### src/rtl/instr_mem_loader_pkg.sv
// instr_loader_pkg: shared types and constants for the instruction-memory loader.
//   state_e      : loader FSM states
//   ERR_*        : err_code_o encodings
//   is_busy()    : true for the states that consume stream bytes
package instr_loader_pkg;

  typedef enum logic [2:0] {
    IDLE,
    HDR0,
    HDR1,
    DATA,
    CHK,
    DONE,
    ERR
  } state_e;

  localparam logic [1:0] ERR_NONE  = 2'd0;
  localparam logic [1:0] ERR_COUNT = 2'd1;
  localparam logic [1:0] ERR_CSUM  = 2'd2;

  // Byte-consuming states; the loader is always ready in these (no backpressure).
  function automatic logic is_busy(input state_e s);
    return (s == HDR0) || (s == HDR1) || (s == DATA) || (s == CHK);
  endfunction

endpackage

### src/rtl/instr_mem_loader_if.sv
// instr_mem_loader_if: byte-stream input and instruction-memory write port.
//   byte_valid_i / byte_data_i / byte_ready_o : source -> loader byte handshake
//   imem_we_o / imem_addr_o / imem_data_o     : loader -> instruction memory write
//   slave  : loader side
//   master : byte source / memory side
interface instr_mem_loader_if;

  logic        byte_valid_i;
  logic [7:0]  byte_data_i;
  logic        byte_ready_o;
  logic        imem_we_o;
  logic [31:0] imem_addr_o;
  logic [31:0] imem_data_o;

  modport slave (
    input  byte_valid_i, byte_data_i,
    output byte_ready_o, imem_we_o, imem_addr_o, imem_data_o
  );

  modport master (
    output byte_valid_i, byte_data_i,
    input  byte_ready_o, imem_we_o, imem_addr_o, imem_data_o
  );

endinterface

### src/rtl/instr_mem_loader_word_asm.sv
// loader_word_asm: packs four little-endian stream bytes into a 32-bit word.
//   clk_i, rst_i   : clock, async active-low reset
//   clr_i          : load start; drops any partial word
//   byte_en_i      : a data byte is transferred this cycle
//   byte_i         : the data byte
//   last_byte_o    : combinational, this byte completes a word
//   word_valid_o   : registered one-cycle pulse the cycle after completion
//   word_o         : last completed word; holds between completions
module loader_word_asm (
  input  logic        clk_i,
  input  logic        rst_i,
  input  logic        clr_i,
  input  logic        byte_en_i,
  input  logic [7:0]  byte_i,
  output logic        last_byte_o,
  output logic        word_valid_o,
  output logic [31:0] word_o
);

  logic [1:0]  lane_q;
  logic [31:0] sh_q;
  logic [31:0] word_q;
  logic        vld_q;

  assign last_byte_o  = byte_en_i && (lane_q == 2'd3);
  assign word_valid_o = vld_q;
  assign word_o       = word_q;

  // Bytes enter at the top and shift down, so after b0..b2 the low 24 bits of
  // the completed word are {b2,b1,b0} = sh_q[31:8].
  always_ff @(posedge clk_i or negedge rst_i) begin
    if (!rst_i) begin
      lane_q <= '0;
      sh_q   <= '0;
      word_q <= '0;
      vld_q  <= 1'b0;
    end else if (clr_i) begin
      // word_q is left alone: it backs imem_data_o, which must hold.
      lane_q <= '0;
      sh_q   <= '0;
      vld_q  <= 1'b0;
    end else begin
      vld_q <= last_byte_o;
      if (byte_en_i) begin
        lane_q <= lane_q + 2'd1;
        sh_q   <= {byte_i, sh_q[31:8]};
        if (lane_q == 2'd3)
          word_q <= {byte_i, sh_q[31:8]};
      end
    end
  end

endmodule

### src/rtl/instr_mem_loader.sv
// instr_mem_loader: loads a program image from a byte stream into instruction
// memory and holds the CPU in reset until the image checksum verifies.
//   clk_i, rst_i   : clock, async active-low reset
//   load_start_i   : one-cycle pulse, begin a load (from IDLE/DONE/ERR)
//   bus            : byte stream in, imem write port out
//   cpu_rst_n_o    : CPU reset, released only in DONE
//   busy_o         : load in progress
//   done_o, err_o  : load outcome
//   err_code_o     : ERR_NONE / ERR_COUNT / ERR_CSUM
//   words_o        : words written in the current load
// Stream: COUNT_LO, COUNT_HI, N*4 data bytes (LE words), XOR checksum byte.
module instr_mem_loader
  import instr_loader_pkg::*;
#(
  parameter int unsigned IMEM_WORDS = 256,
  parameter logic [31:0] BASE_ADDR  = 32'h0
) (
  input  logic                  clk_i,
  input  logic                  rst_i,
  input  logic                  load_start_i,
  instr_mem_loader_if.slave     bus,
  output logic                  cpu_rst_n_o,
  output logic                  busy_o,
  output logic                  done_o,
  output logic                  err_o,
  output logic [1:0]            err_code_o,
  output logic [15:0]           words_o
);

  state_e      state_q, state_d;
  logic [1:0]  err_code_q, err_code_d;
  logic        start_go;
  logic        xfer, data_xfer;
  logic [7:0]  count_lo_q;
  logic [15:0] count_q;
  logic [15:0] count_n;
  logic        count_ok;
  logic [15:0] words_q;
  logic [7:0]  xor_q;
  logic [31:0] addr_q;
  logic        final_word;
  logic        last_byte;
  logic        word_valid;
  logic [31:0] word;
  logic        busy_q, done_q, err_q, cpu_rst_n_q;

  assign bus.byte_ready_o = is_busy(state_q);
  assign xfer       = bus.byte_valid_i && bus.byte_ready_o;
  assign data_xfer  = xfer && (state_q == DATA);

  // Full count as seen while the high header byte is on the bus.
  assign count_n    = {bus.byte_data_i, count_lo_q};
  assign count_ok   = (count_n != 16'd0) && ({16'd0, count_n} <= IMEM_WORDS);
  assign final_word = (words_q + 16'd1) == count_q;

  loader_word_asm u_asm (
    .clk_i        (clk_i),
    .rst_i        (rst_i),
    .clr_i        (start_go),
    .byte_en_i    (data_xfer),
    .byte_i       (bus.byte_data_i),
    .last_byte_o  (last_byte),
    .word_valid_o (word_valid),
    .word_o       (word)
  );

  assign bus.imem_we_o   = word_valid;
  assign bus.imem_addr_o = addr_q;
  assign bus.imem_data_o = word;

  assign cpu_rst_n_o = cpu_rst_n_q;
  assign busy_o      = busy_q;
  assign done_o      = done_q;
  assign err_o       = err_q;
  assign err_code_o  = err_code_q;
  assign words_o     = words_q;

  // State register
  always_ff @(posedge clk_i or negedge rst_i) begin
    if (!rst_i) state_q <= IDLE;
    else        state_q <= state_d;
  end

  // Next state and error code
  always_comb begin
    state_d    = state_q;
    err_code_d = err_code_q;
    start_go   = 1'b0;
    case (state_q)
      IDLE, DONE, ERR: begin
        if (load_start_i) begin
          state_d    = HDR0;
          err_code_d = ERR_NONE;
          start_go   = 1'b1;
        end
      end
      HDR0: if (xfer) state_d = HDR1;
      HDR1: begin
        if (xfer) begin
          if (count_ok) begin
            state_d = DATA;
          end else begin
            state_d    = ERR;
            err_code_d = ERR_COUNT;
          end
        end
      end
      DATA: if (last_byte && final_word) state_d = CHK;
      CHK: begin
        if (xfer) begin
          if (bus.byte_data_i == xor_q) begin
            state_d = DONE;
          end else begin
            state_d    = ERR;
            err_code_d = ERR_CSUM;
          end
        end
      end
      default: state_d = IDLE;
    endcase
  end

  // Header, word/address counter, checksum accumulator
  always_ff @(posedge clk_i or negedge rst_i) begin
    if (!rst_i) begin
      count_lo_q <= '0;
      count_q    <= '0;
      words_q    <= '0;
      xor_q      <= '0;
      addr_q     <= '0;
    end else if (start_go) begin
      words_q <= '0;
      xor_q   <= '0;
    end else begin
      if (xfer && state_q == HDR0) count_lo_q <= bus.byte_data_i;
      if (xfer && state_q == HDR1) count_q    <= count_n;
      if (data_xfer)               xor_q      <= xor_q ^ bus.byte_data_i;
      // Counter and address move at the completing byte so they line up with
      // the registered write strobe one cycle later.
      if (last_byte) begin
        words_q <= words_q + 16'd1;
        addr_q  <= BASE_ADDR + (32'(words_q) << 2);
      end
    end
  end

  // Registered status, decoded from the next state so it tracks state_q exactly
  always_ff @(posedge clk_i or negedge rst_i) begin
    if (!rst_i) begin
      busy_q      <= 1'b0;
      done_q      <= 1'b0;
      err_q       <= 1'b0;
      cpu_rst_n_q <= 1'b0;
      err_code_q  <= ERR_NONE;
    end else begin
      busy_q      <= is_busy(state_d);
      done_q      <= (state_d == DONE);
      err_q       <= (state_d == ERR);
      cpu_rst_n_q <= (state_d == DONE);
      err_code_q  <= err_code_d;
    end
  end

endmodule
### src/flat_wrapper.sv
// flat-port wrapper written by rule: the top's interface ports become plain ports
module instr_mem_loader_flat import instr_loader_pkg::*;
#(
  parameter int unsigned IMEM_WORDS = 256,
  parameter logic [31:0] BASE_ADDR  = 32'h0
)
  (clk_i, rst_i, load_start_i, cpu_rst_n_o, busy_o, done_o, err_o, err_code_o, words_o, bus_byte_valid_i, bus_byte_data_i, bus_byte_ready_o, bus_imem_we_o, bus_imem_addr_o, bus_imem_data_o);
  instr_mem_loader_if bus_i ();
  input  logic clk_i;
  input  logic rst_i;
  input  logic load_start_i;
  output logic cpu_rst_n_o;
  output logic busy_o;
  output logic done_o;
  output logic err_o;
  output logic [1:0] err_code_o;
  output logic [15:0] words_o;
  input wire logic [$bits(bus_i.byte_valid_i)-1:0] bus_byte_valid_i;
  input wire logic [$bits(bus_i.byte_data_i)-1:0] bus_byte_data_i;
  output wire logic [$bits(bus_i.byte_ready_o)-1:0] bus_byte_ready_o;
  output wire logic [$bits(bus_i.imem_we_o)-1:0] bus_imem_we_o;
  output wire logic [$bits(bus_i.imem_addr_o)-1:0] bus_imem_addr_o;
  output wire logic [$bits(bus_i.imem_data_o)-1:0] bus_imem_data_o;
  assign bus_i.byte_valid_i = bus_byte_valid_i;
  assign bus_i.byte_data_i = bus_byte_data_i;
  assign bus_byte_ready_o = bus_i.byte_ready_o;
  assign bus_imem_we_o = bus_i.imem_we_o;
  assign bus_imem_addr_o = bus_i.imem_addr_o;
  assign bus_imem_data_o = bus_i.imem_data_o;
  instr_mem_loader #(.IMEM_WORDS(IMEM_WORDS), .BASE_ADDR(BASE_ADDR)) u_core (.clk_i(clk_i), .rst_i(rst_i), .load_start_i(load_start_i), .bus(bus_i), .cpu_rst_n_o(cpu_rst_n_o), .busy_o(busy_o), .done_o(done_o), .err_o(err_o), .err_code_o(err_code_o), .words_o(words_o));
endmodule
### config.mk
export PLATFORM = sky130hd
export DESIGN_NAME = instr_mem_loader_flat
export DESIGN_NICKNAME = d
export VERILOG_FILES = /design/src/rtl/instr_mem_loader_pkg.sv /design/src/rtl/instr_mem_loader_if.sv /design/src/rtl/instr_mem_loader_word_asm.sv /design/src/rtl/instr_mem_loader.sv /design/src/flat_wrapper.sv
export SDC_FILE = /design/constraint.sdc
export NUM_CORES = 1
export LEC_CHECK = 0
export CORE_UTILIZATION = 40
export DETAILED_ROUTE_END_ITERATION = 8
export GPL_TIMING_DRIVEN = 1
export PLACE_DENSITY = 0.69
export SLEW_MARGIN = 10
export SYNTH_ARGS = -nofsm -noshare
export SYNTH_HDL_FRONTEND = slang
export SYNTH_SLANG_ARGS = --single-unit
### constraint.sdc
create_clock -name clk_i -period 5.26 [get_ports clk_i]
set_input_delay 0.526 -clock clk_i [delete_from_list [all_inputs] [get_ports clk_i]]
set_output_delay 0.526 -clock clk_i [all_outputs]
set_load 0.005 [all_outputs]
==> metrics.log, run 1 <==
INFO  metric final_net_count = 723
INFO  metric warning_count_from_the_yosys_run = 0
INFO  metric routed_wirelength = 13.9 mm
INFO  metric synth.largest_area_cell = sky130_fd_sc_hd__dfrtp_1
INFO  metric avgRoutedWirePerCell = 15.3 um
INFO  metric yosys-mux-area-fraction = under 10%
INFO  metric port-buffer-count = 83
INFO  metric rr_endpoint = u_core.err_o$_DFF_PN0_
INFO  metric synth-xor-area-share = 6.86%
INFO  metric synth_top_family_by_area = simple AND/OR/NAND/NOR gates
INFO  metric ioPinCount = 100
INFO  metric number_of_flops_mapped_to_enable_cells_by_yosys = 0
INFO  metric yosysUniqueCellTypes = 60
INFO  metric starting_utilization_of_the_core_area = roughly two fifths
INFO  metric largest_clock_skew_in_the_final_design = 0.00622 ns
INFO  metric final-hold-violation-count = 0
INFO  metric p_clk_share = 31.0%
INFO  metric critical_path_required = 5.59 ns
INFO  metric layout.cell_area.non_filler = around 7600 sq um
INFO  metric critical_path.slowest_cell = sky130_fd_sc_hd__clkdlybuf4s50_1
INFO  metric critPathKind = input port to flop
INFO  metric fmax = 344 MHz
INFO  metric final-instance-count-excl-fill = 906
INFO  metric tightestPinTransition = 0.940 ns
INFO  metric worst_setup_end_kind = flop
INFO  metric worst_hold_slack = roughly 0.24 ns
INFO  metric pre_antenna_drt_iters = 5
INFO  metric synth_top_cells_by_area = sky130_fd_sc_hd__dfrtp_1 (54%), sky130_fd_sc_hd__nand2_1 (14%), sky130_fd_sc_hd__mux2_2 (4.4%)
INFO  metric clk_latency = between 0.4 and 0.5 ns
INFO  metric cpPeakStageDelay = approximately 0.57 ns
INFO  metric clock-root-buffer = sky130_fd_sc_hd__clkbuf_16
INFO  metric synth-compound-area-share = 8.07%
INFO  metric ff_latch_count_synth = 131
INFO  metric internal_power = 0.00255 W
INFO  metric top_fanout_value_on_the_critical_path = 27
INFO  metric place_inst = 874
INFO  metric synth_simple_gate_area_share = 20.9%
INFO  metric cts_hold_buffers = 0
INFO  metric post_synth.cell_area_avg = 9.57 sq um
INFO  metric outcome = complete, no violations
INFO  metric min_path_type = input port to asynchronous set/reset pin
INFO  metric comb_power_share = between 20% and 30%
INFO  metric fp.coreArea = 14800 sq um
INFO  metric grt_pass1_vias = approximately 4700
INFO  metric detailed_place_hpwl = 9.38 mm
INFO  metric largest_net_degree_at_the_start_of_global_routing = 75
INFO  metric category_of_cells_accounting_for_the_largest_share_of_critical_path_delay = simple AND/OR/NAND/NOR gates
INFO  metric commonest_non_fill_non_tap_cell_in_the_layout = sky130_fd_sc_hd__nand2_1
INFO  metric seq_area = between 3000 and 4000 sq um
INFO  metric yosys.area.top_type_share = 53.5%
INFO  metric timing.critical_path.cells = clkdlybuf4s50_1 > nand2_2 > nor2_4 > nand2_4 > inv_2 > nand4_1 > nor4_1 > nand4_2 > a211oi_2
INFO  metric number_of_antenna_violations_at_the_first_check_in_global_routing = 0
INFO  metric numCtsBuffers = 17
INFO  metric worst_setup_hold_path_clk_slew = 0.06 ns
INFO  metric grt.total_usage = 18.9%
INFO  metric synth_async_sr_flop_share = 100%
INFO  metric die_area = ~16000 sq um
INFO  metric synth_area = 6130 sq um
INFO  metric synth.yosys.seq_area_share = 53.5%
INFO  metric yosys_most_used_dff = sky130_fd_sc_hd__dfrtp_1
INFO  metric num-fill-cells = 1326
INFO  metric num_antenna_cells = 0
INFO  metric drc = 0
INFO  metric final-setup-viol-count = 0
INFO  metric numClockSinks = 131
INFO  metric setup-tns-final = 0 ns
INFO  metric timing.reg2reg.setup_slack = 2.37 ns
INFO  metric min_period = around 2.9 ns
INFO  metric synth_fa_ha_area_share = 0.572%
INFO  metric area_taken_by_multi_input_logic_gates = 2590 sq um
INFO  metric globalRoute.totalOverflow = 0
INFO  metric gp_congestion = 0.801
INFO  metric grt_pass1_wl = 23.5 mm
INFO  metric dr.first_iter.drc_count = 240
INFO  metric swShare = between 30% and 40%
INFO  metric clock_tree_buf_depth = 2
INFO  metric slew_headroom = about 37%
INFO  metric number_of_cells_on_the_worst_reg_to_reg_path = 8
INFO  metric post-cts-setup-buffer-count = 0
INFO  metric critical_path_source_type = input port
INFO  metric cts.repair.resized = 0
INFO  metric final_cell_mix = sky130_fd_sc_hd__nand2_1 (223), sky130_fd_sc_hd__dfrtp_1 (131), sky130_fd_sc_hd__clkdlybuf4s50_1 (82)
INFO  metric layout_cells_sized_above_1 = 11.5%
INFO  metric vdd.ir_drop.worst = 0.344 mV
INFO  metric fp.dieW = 126 um
INFO  metric crit_buf_inv = 2
INFO  metric worst-endpoint-arrival = 3.23 ns
INFO  metric final_max_slew_viol_count = 0
INFO  metric viasPerCell = 5.11
INFO  metric ant_nets = 0
INFO  metric total_leakage_power = 3.42 nW
INFO  metric synthCells = 640
INFO  metric p_sw = 0.00116 W
INFO  metric pwr_density_cell = 489 nW/um^2
INFO  metric chipHeight = 126 um
INFO  metric seqPwrFrac = 41.4%
INFO  metric clock_tree.htree_level_count = 4
INFO  metric rsz0062_at_grt = false
INFO  metric post-route-period-util = 55.2%
INFO  metric area_growth_syn_to_layout = 23.8%
INFO  metric critical_path.startpoint = bus_byte_valid_i
INFO  metric postPlaceCellArea = 7000 sq um
INFO  metric via_count = 4628
INFO  metric tritoncts = done
INFO  metric placementRows = 44
INFO  metric cap_viol_max_count = 0
INFO  metric regToRegStartpoint = u_core.state_q[2]$_DFF_PN0_
INFO  metric post-layout-total-power = 0.00371 W
==> state kept, by name, indices dropped and copies added (netlist names) <==
register                   cells
u_core.u_asm.word_o           32
u_core.xor_q                   8
u_core.busy_o                  1
u_core.u_asm.sh_q             24
u_core.u_asm.word_valid_o      1
u_core.err_code_o              2
u_core.state_q                 3
u_core.err_o                   1
u_core.count_q                16
u_core.count_lo_q              8
u_core.done_o                  1
u_core.bus.imem_addr_o        16
u_core.words_o                16
u_core.u_asm.lane_q            2
==> cells by family (layout without fill, tap and decap cells) <==
kind of cell / count (synthesis) / in the layout
compound gates: 79 / 79
xor+xnor: 48 / 48
fa+ha+maj: 3 / 3
buf+inv: 61 / 128
flops: 131 / 131
mux: 27 / 27
other cells: 1 / 16
simple gates: 290 / 290
==> per-layer routing <==
metal	global-route usage [%]	share of wire [%]	routed length [um]	vias to the layer above
li1	-	-	-	2210
met1	25.2	47	6490	2267
met2	29.1	47	6550	131
met3	4.93	4.4	608	20
met4	8.29	1.5	212	0
met5	0	0	0	-
==> layout make-up <==
cell class / instances / area share, %
multi-input combinational: 463 / 34.2
timing repair buffer: 88 / 11.4
sequential: 131 / 43.2
clock inverter: 15 / 2.13
inverter: 8 / 0.396
clock buffer: 17 / 5.61
tap: 184 / 3.04
==> power by group through the flow <==
stage	registers, W	clock network, W	logic, W
2_1_floorplan	0.00147	0	0.000666
3_3_place_gp	0.00154	0	0.000997
3_5_place_dp	0.00155	0	0.00102
4_1_cts	0.00153	0.00117	0.00103
5_1_grt	0.00157	0.00122	0.00113
6_report	0.00154	0.00115	0.00102
==> cell usage after synthesis, drive strengths merged (2+ instances only) <==
library cell,count
nand2,225
dfrtp,131
a21oi,29
xnor2,29
buf,27
clkbuf,26
o21ai,25
mux2,24
nor2,24
xor2,19
inv,8
nand3,8
nand4,8
nor3,6
nor4,6
o22ai,5
a22o,3
mux2i,3
a31oi,2
and3,2
ha,2
nor3b,2
o211ai,2
or2,2
==> stage by stage <==
step | worst slack [ns] | utilization [%]
after global routing | 2.12 | 51.4
after detailed placement | 1.94 | 47.4
after global placement | 2.06 | 47.4
after floorplan | 3.03 | -
after CTS | 2.36 | 51.4
final | 2.35 | 51.4
==> worst max path at each step <==
| stage | endpoint | slack, ns | cells after the start |
|---|---|---|---|
| after floorplan | u_core.state_q[1]$_DFF_PN0_ | 3.03 | 8 |
| after detailed placement | u_core.err_o$_DFF_PN0_ | 1.94 | 9 |
| final | u_core.err_o$_DFF_PN0_ | 2.35 | 9 |
| after global placement | u_core.state_q[1]$_DFF_PN0_ | 2.06 | 9 |
| after CTS | u_core.err_o$_DFF_PN0_ | 2.36 | 9 |
| after global routing | u_core.err_o$_DFF_PN0_ | 2.12 | 8 |
Power figures use the tool's default switching activity.
==> run 2: changes to the inputs <==
--- a/config.mk
+++ b/config.mk
@@ -8,7 +8,7 @@
 export CORE_UTILIZATION = 40
 export DETAILED_ROUTE_END_ITERATION = 8
 export GPL_TIMING_DRIVEN = 1
-export PLACE_DENSITY = 0.69
+export PLACE_DENSITY = 0.71
 export SLEW_MARGIN = 10
 export SYNTH_ARGS = -nofsm -noshare
 export SYNTH_HDL_FRONTEND = slang
==> constraint.sdc (replaced) <==
create_clock -name clk_i -period 2.3 [get_ports clk_i]
set_input_delay 0.23 -clock clk_i [delete_from_list [all_inputs] [get_ports clk_i]]
set_output_delay 0.23 -clock clk_i [all_outputs]
set_load 0.005 [all_outputs]
==> run 2 against run 1 <==
Count of clock-buffer cells in the layout up 2. Sequential cell count unchanged. Worst setup slack lost 2.2 ns. Critical path type is now flop to flop. Largest cell class unchanged. Largest power group unchanged.
==> metrics.log, run 2 (same netlist as run 1, synthesis figures left out) <==
INFO  metric outcome = complete, no violations
INFO  metric numClockSinks = 131 (unchanged)
INFO  metric crit_buf_inv = 0 (-2)
INFO  metric total_leakage_power = 3.65 nW (+6.9%)
INFO  metric clock-root-buffer = sky130_fd_sc_hd__clkbuf_16
INFO  metric pre_antenna_drt_iters = 4 (-1)
INFO  metric top_fanout_value_on_the_critical_path = 10 (-63%)
INFO  metric rsz0062_at_grt = false
INFO  metric critPathKind = flop to flop
INFO  metric ant_nets = 0 (unchanged)
INFO  metric final_net_count = 756 (+4.6%)
INFO  metric viasPerCell = 5.13 (+0.38%)
INFO  metric p_sw = 0.00282 W (+140%)
INFO  metric post-route-period-util = 91.5%
INFO  metric internal_power = 0.00589 W (+130%)
INFO  metric final_cell_mix = sky130_fd_sc_hd__nand2_1 (223), sky130_fd_sc_hd__dfrtp_1 (128), sky130_fd_sc_hd__clkdlybuf4s50_1 (82)
INFO  metric final-hold-violation-count = 0 (unchanged)
INFO  metric avgRoutedWirePerCell = 16.5 um (+7.7%)
INFO  metric seqPwrFrac = 40.1% (-1.3 points)
INFO  metric starting_utilization_of_the_core_area = 41.5% (unchanged)
INFO  metric post-cts-setup-buffer-count = 0 (unchanged)
INFO  metric chipHeight = 126 um (unchanged)
INFO  metric numCtsBuffers = 17 (unchanged)
INFO  metric cpPeakStageDelay = 0.46 ns (-0.11 ns)
INFO  metric tightestPinTransition = 0.574 ns (-0.367 ns)
INFO  metric num-fill-cells = 1289 (-2.8%)
INFO  metric setup-tns-final = 0 ns (unchanged)
INFO  metric critical_path.slowest_cell = sky130_fd_sc_hd__dfrtp_2
INFO  metric cap_viol_max_count = 0 (unchanged)
INFO  metric timing.reg2reg.setup_slack = 0.20 ns (-2.17 ns)
INFO  metric via_count = 4815 (+4.0%)
INFO  metric layout_cells_sized_above_1 = 16.3% (+4.8 points)
INFO  metric timing.critical_path.cells = nand4_1 > nor4_4 > xnor2_1 > nand2_1 > a2111oi_4 > nand4_2 > a211oi_2
INFO  metric worst_hold_slack = 0.301 ns (+0.0647 ns)
INFO  metric grt.total_usage = 20.6% (+1.7 points)
INFO  metric number_of_antenna_violations_at_the_first_check_in_global_routing = 0 (unchanged)
INFO  metric ioPinCount = 100 (unchanged)
INFO  metric port-buffer-count = 83 (unchanged)
INFO  metric place_inst = 906 (+3.7%)
INFO  metric placement.setup.worst_slack = 0.0496 ns (-1.89 ns)
INFO  metric num_antenna_cells = 0 (unchanged)
INFO  metric fmax = ~480 MHz
INFO  metric p_clk_share = 30.9% (about the same)
INFO  metric routed_wirelength = 15.5 mm (+12%)
INFO  metric critical_path_required = 2.63 ns (-2.96 ns)
INFO  metric die_area = 15800 sq um (unchanged)
INFO  metric placementRows = 44 (unchanged)
INFO  metric worst_setup_hold_path_clk_slew = 0.06 ns (about the same)
INFO  metric largest_clock_skew_in_the_final_design = 0.00771 ns (+0.00148 ns)
INFO  metric globalRoute.totalOverflow = 0 (unchanged)
INFO  metric vdd.ir_drop.worst = 0.627 mV (+82%)
INFO  metric comb_power_share = 29.0% (+1.4 points)
INFO  metric final_max_slew_viol_count = 0 (unchanged)
INFO  metric category_of_cells_accounting_for_the_largest_share_of_critical_path_delay = simple AND/OR/NAND/NOR gates
INFO  metric clock_tree.htree_level_count = 4 (unchanged)
INFO  metric pwr_density_cell = 1090 nW/um^2 (+120%)
INFO  metric swShare = 32.3% (+1.0 points)
INFO  metric dr.first_iter.drc_count = 379 (+58%)
INFO  metric detailed_place_hpwl = 10.6 mm (+13%)
INFO  metric grt_pass1_wl = 25.6 mm (+8.9%)
INFO  metric drc = 0 (unchanged)
INFO  metric tritoncts = done
INFO  metric postLayoutSetupSlackWorst = 0.196 ns (-2.16 ns)
INFO  metric critical_path_source_type = flop
INFO  metric slew_headroom = 61.8% (+24 points)
INFO  metric fp.coreArea = 14800 sq um (unchanged)
INFO  metric gp_congestion = 0.839 (+4.7%)
INFO  metric post-layout-total-power = 0.00871 W (+130%)
INFO  metric grt_pass1_vias = 4925 (+5.7%)
INFO  metric clk_latency = 0.42 ns (about the same)
INFO  metric worst-endpoint-arrival = 2.43 ns (-0.80 ns)
INFO  metric min_period = 2.10 ns
INFO  metric min_path_type = input port to asynchronous set/reset pin
INFO  metric final-instance-count-excl-fill = 939 (+3.6%)
INFO  metric clock_tree_buf_depth = 2 (unchanged)
INFO  metric worst_setup_end_kind = flop
INFO  metric fp.dieW = 126 um (unchanged)
INFO  metric area_growth_syn_to_layout = 29.8%
INFO  metric final-setup-viol-count = 0 (unchanged)
INFO  metric commonest_non_fill_non_tap_cell_in_the_layout = sky130_fd_sc_hd__nand2_1
INFO  metric largest_register_ffs = 32 (unchanged)
INFO  metric largest_net_degree_at_the_start_of_global_routing = 77 (+2.7%)
## run 2: worst paths after layout
kind | start | endpoint | cells after the start
hold reg to reg | u_core.u_asm.sh_q[15]$_DFFE_PN0P_ | u_core.u_asm.word_o[7]$_DFFE_PN0P_ | 2
min in group clk_i | u_core.u_asm.sh_q[15]$_DFFE_PN0P_ | u_core.u_asm.word_o[7]$_DFFE_PN0P_ | 2
setup reg to reg | u_core.words_o[11]$_DFFE_PN0P_ | u_core.err_o$_DFF_PN0_ | 7
hold / removal | rst_i | u_core.bus.imem_addr_o[5]$_DFFE_PN0P_ | 2
setup / recovery | u_core.words_o[11]$_DFFE_PN0P_ | u_core.err_o$_DFF_PN0_ | 7
max in group asynchronous | rst_i | u_core.count_q[13]$_DFFE_PN0P_ | 3
## run 2: worst register-to-register path: cells and delay by family, from the launching register on
| kind | cells | cell delay (ns) |
|---|---|---|
| AND/OR/NAND/NOR | 4 | 0.87 |
| AO/OA/AOI/OAI | 2 | 0.53 |
| flip-flops | 1 | 0.46 |
| XOR/XNOR | 1 | 0.15 |
## run 2: timing repair
item / CTS / global route
resized for setup: 0 / 15
hold buffers: 1 / 0
hold endpoints to repair: 30 / 0
endpoints found under the setup margin: 0 / 5
## run 2: power by group through the flow
stage	sequential, W	clock, W	combinational (W)
detailed placement	0.00351	0	0.00251
floorplan	0.00336	0	0.00152
CTS	0.00348	0.00273	0.00253
global route	0.00357	0.00284	0.00278
finish	0.00349	0.00269	0.00253
global placement	0.00350	0	0.00243
## run 2: per-layer routing
metal / part of all wire, % / track usage, % / vias up
met4: 1.4 / 6.59 / 0
met5: 0 / 0 / -
met2: 49 / 33.9 / 134
met1: 45 / 27.2 / 2384
met3: 4.8 / 4.55 / 17
li1: - / - / 2280
## run 2: through the flow
step	instance area [sq um]	utilization, %
finish	7950	53.9
global route	7950	53.9
CTS	7880	53.4
detailed placement	7280	49.3
global placement	7280	49.3
floorplan	6180	-
## run 2: area by class of cell
cell class	count	area (sq um)	area share [%]
clock inverters	13	140	1.76
clock buffers	19	453	5.69
multi-input cells	463	2670	33.5
repair buffers	121	1150	14.5
flip-flops and latches	131	3280	41.3
inverters	8	30.0	0.378
well taps	184	230	2.89
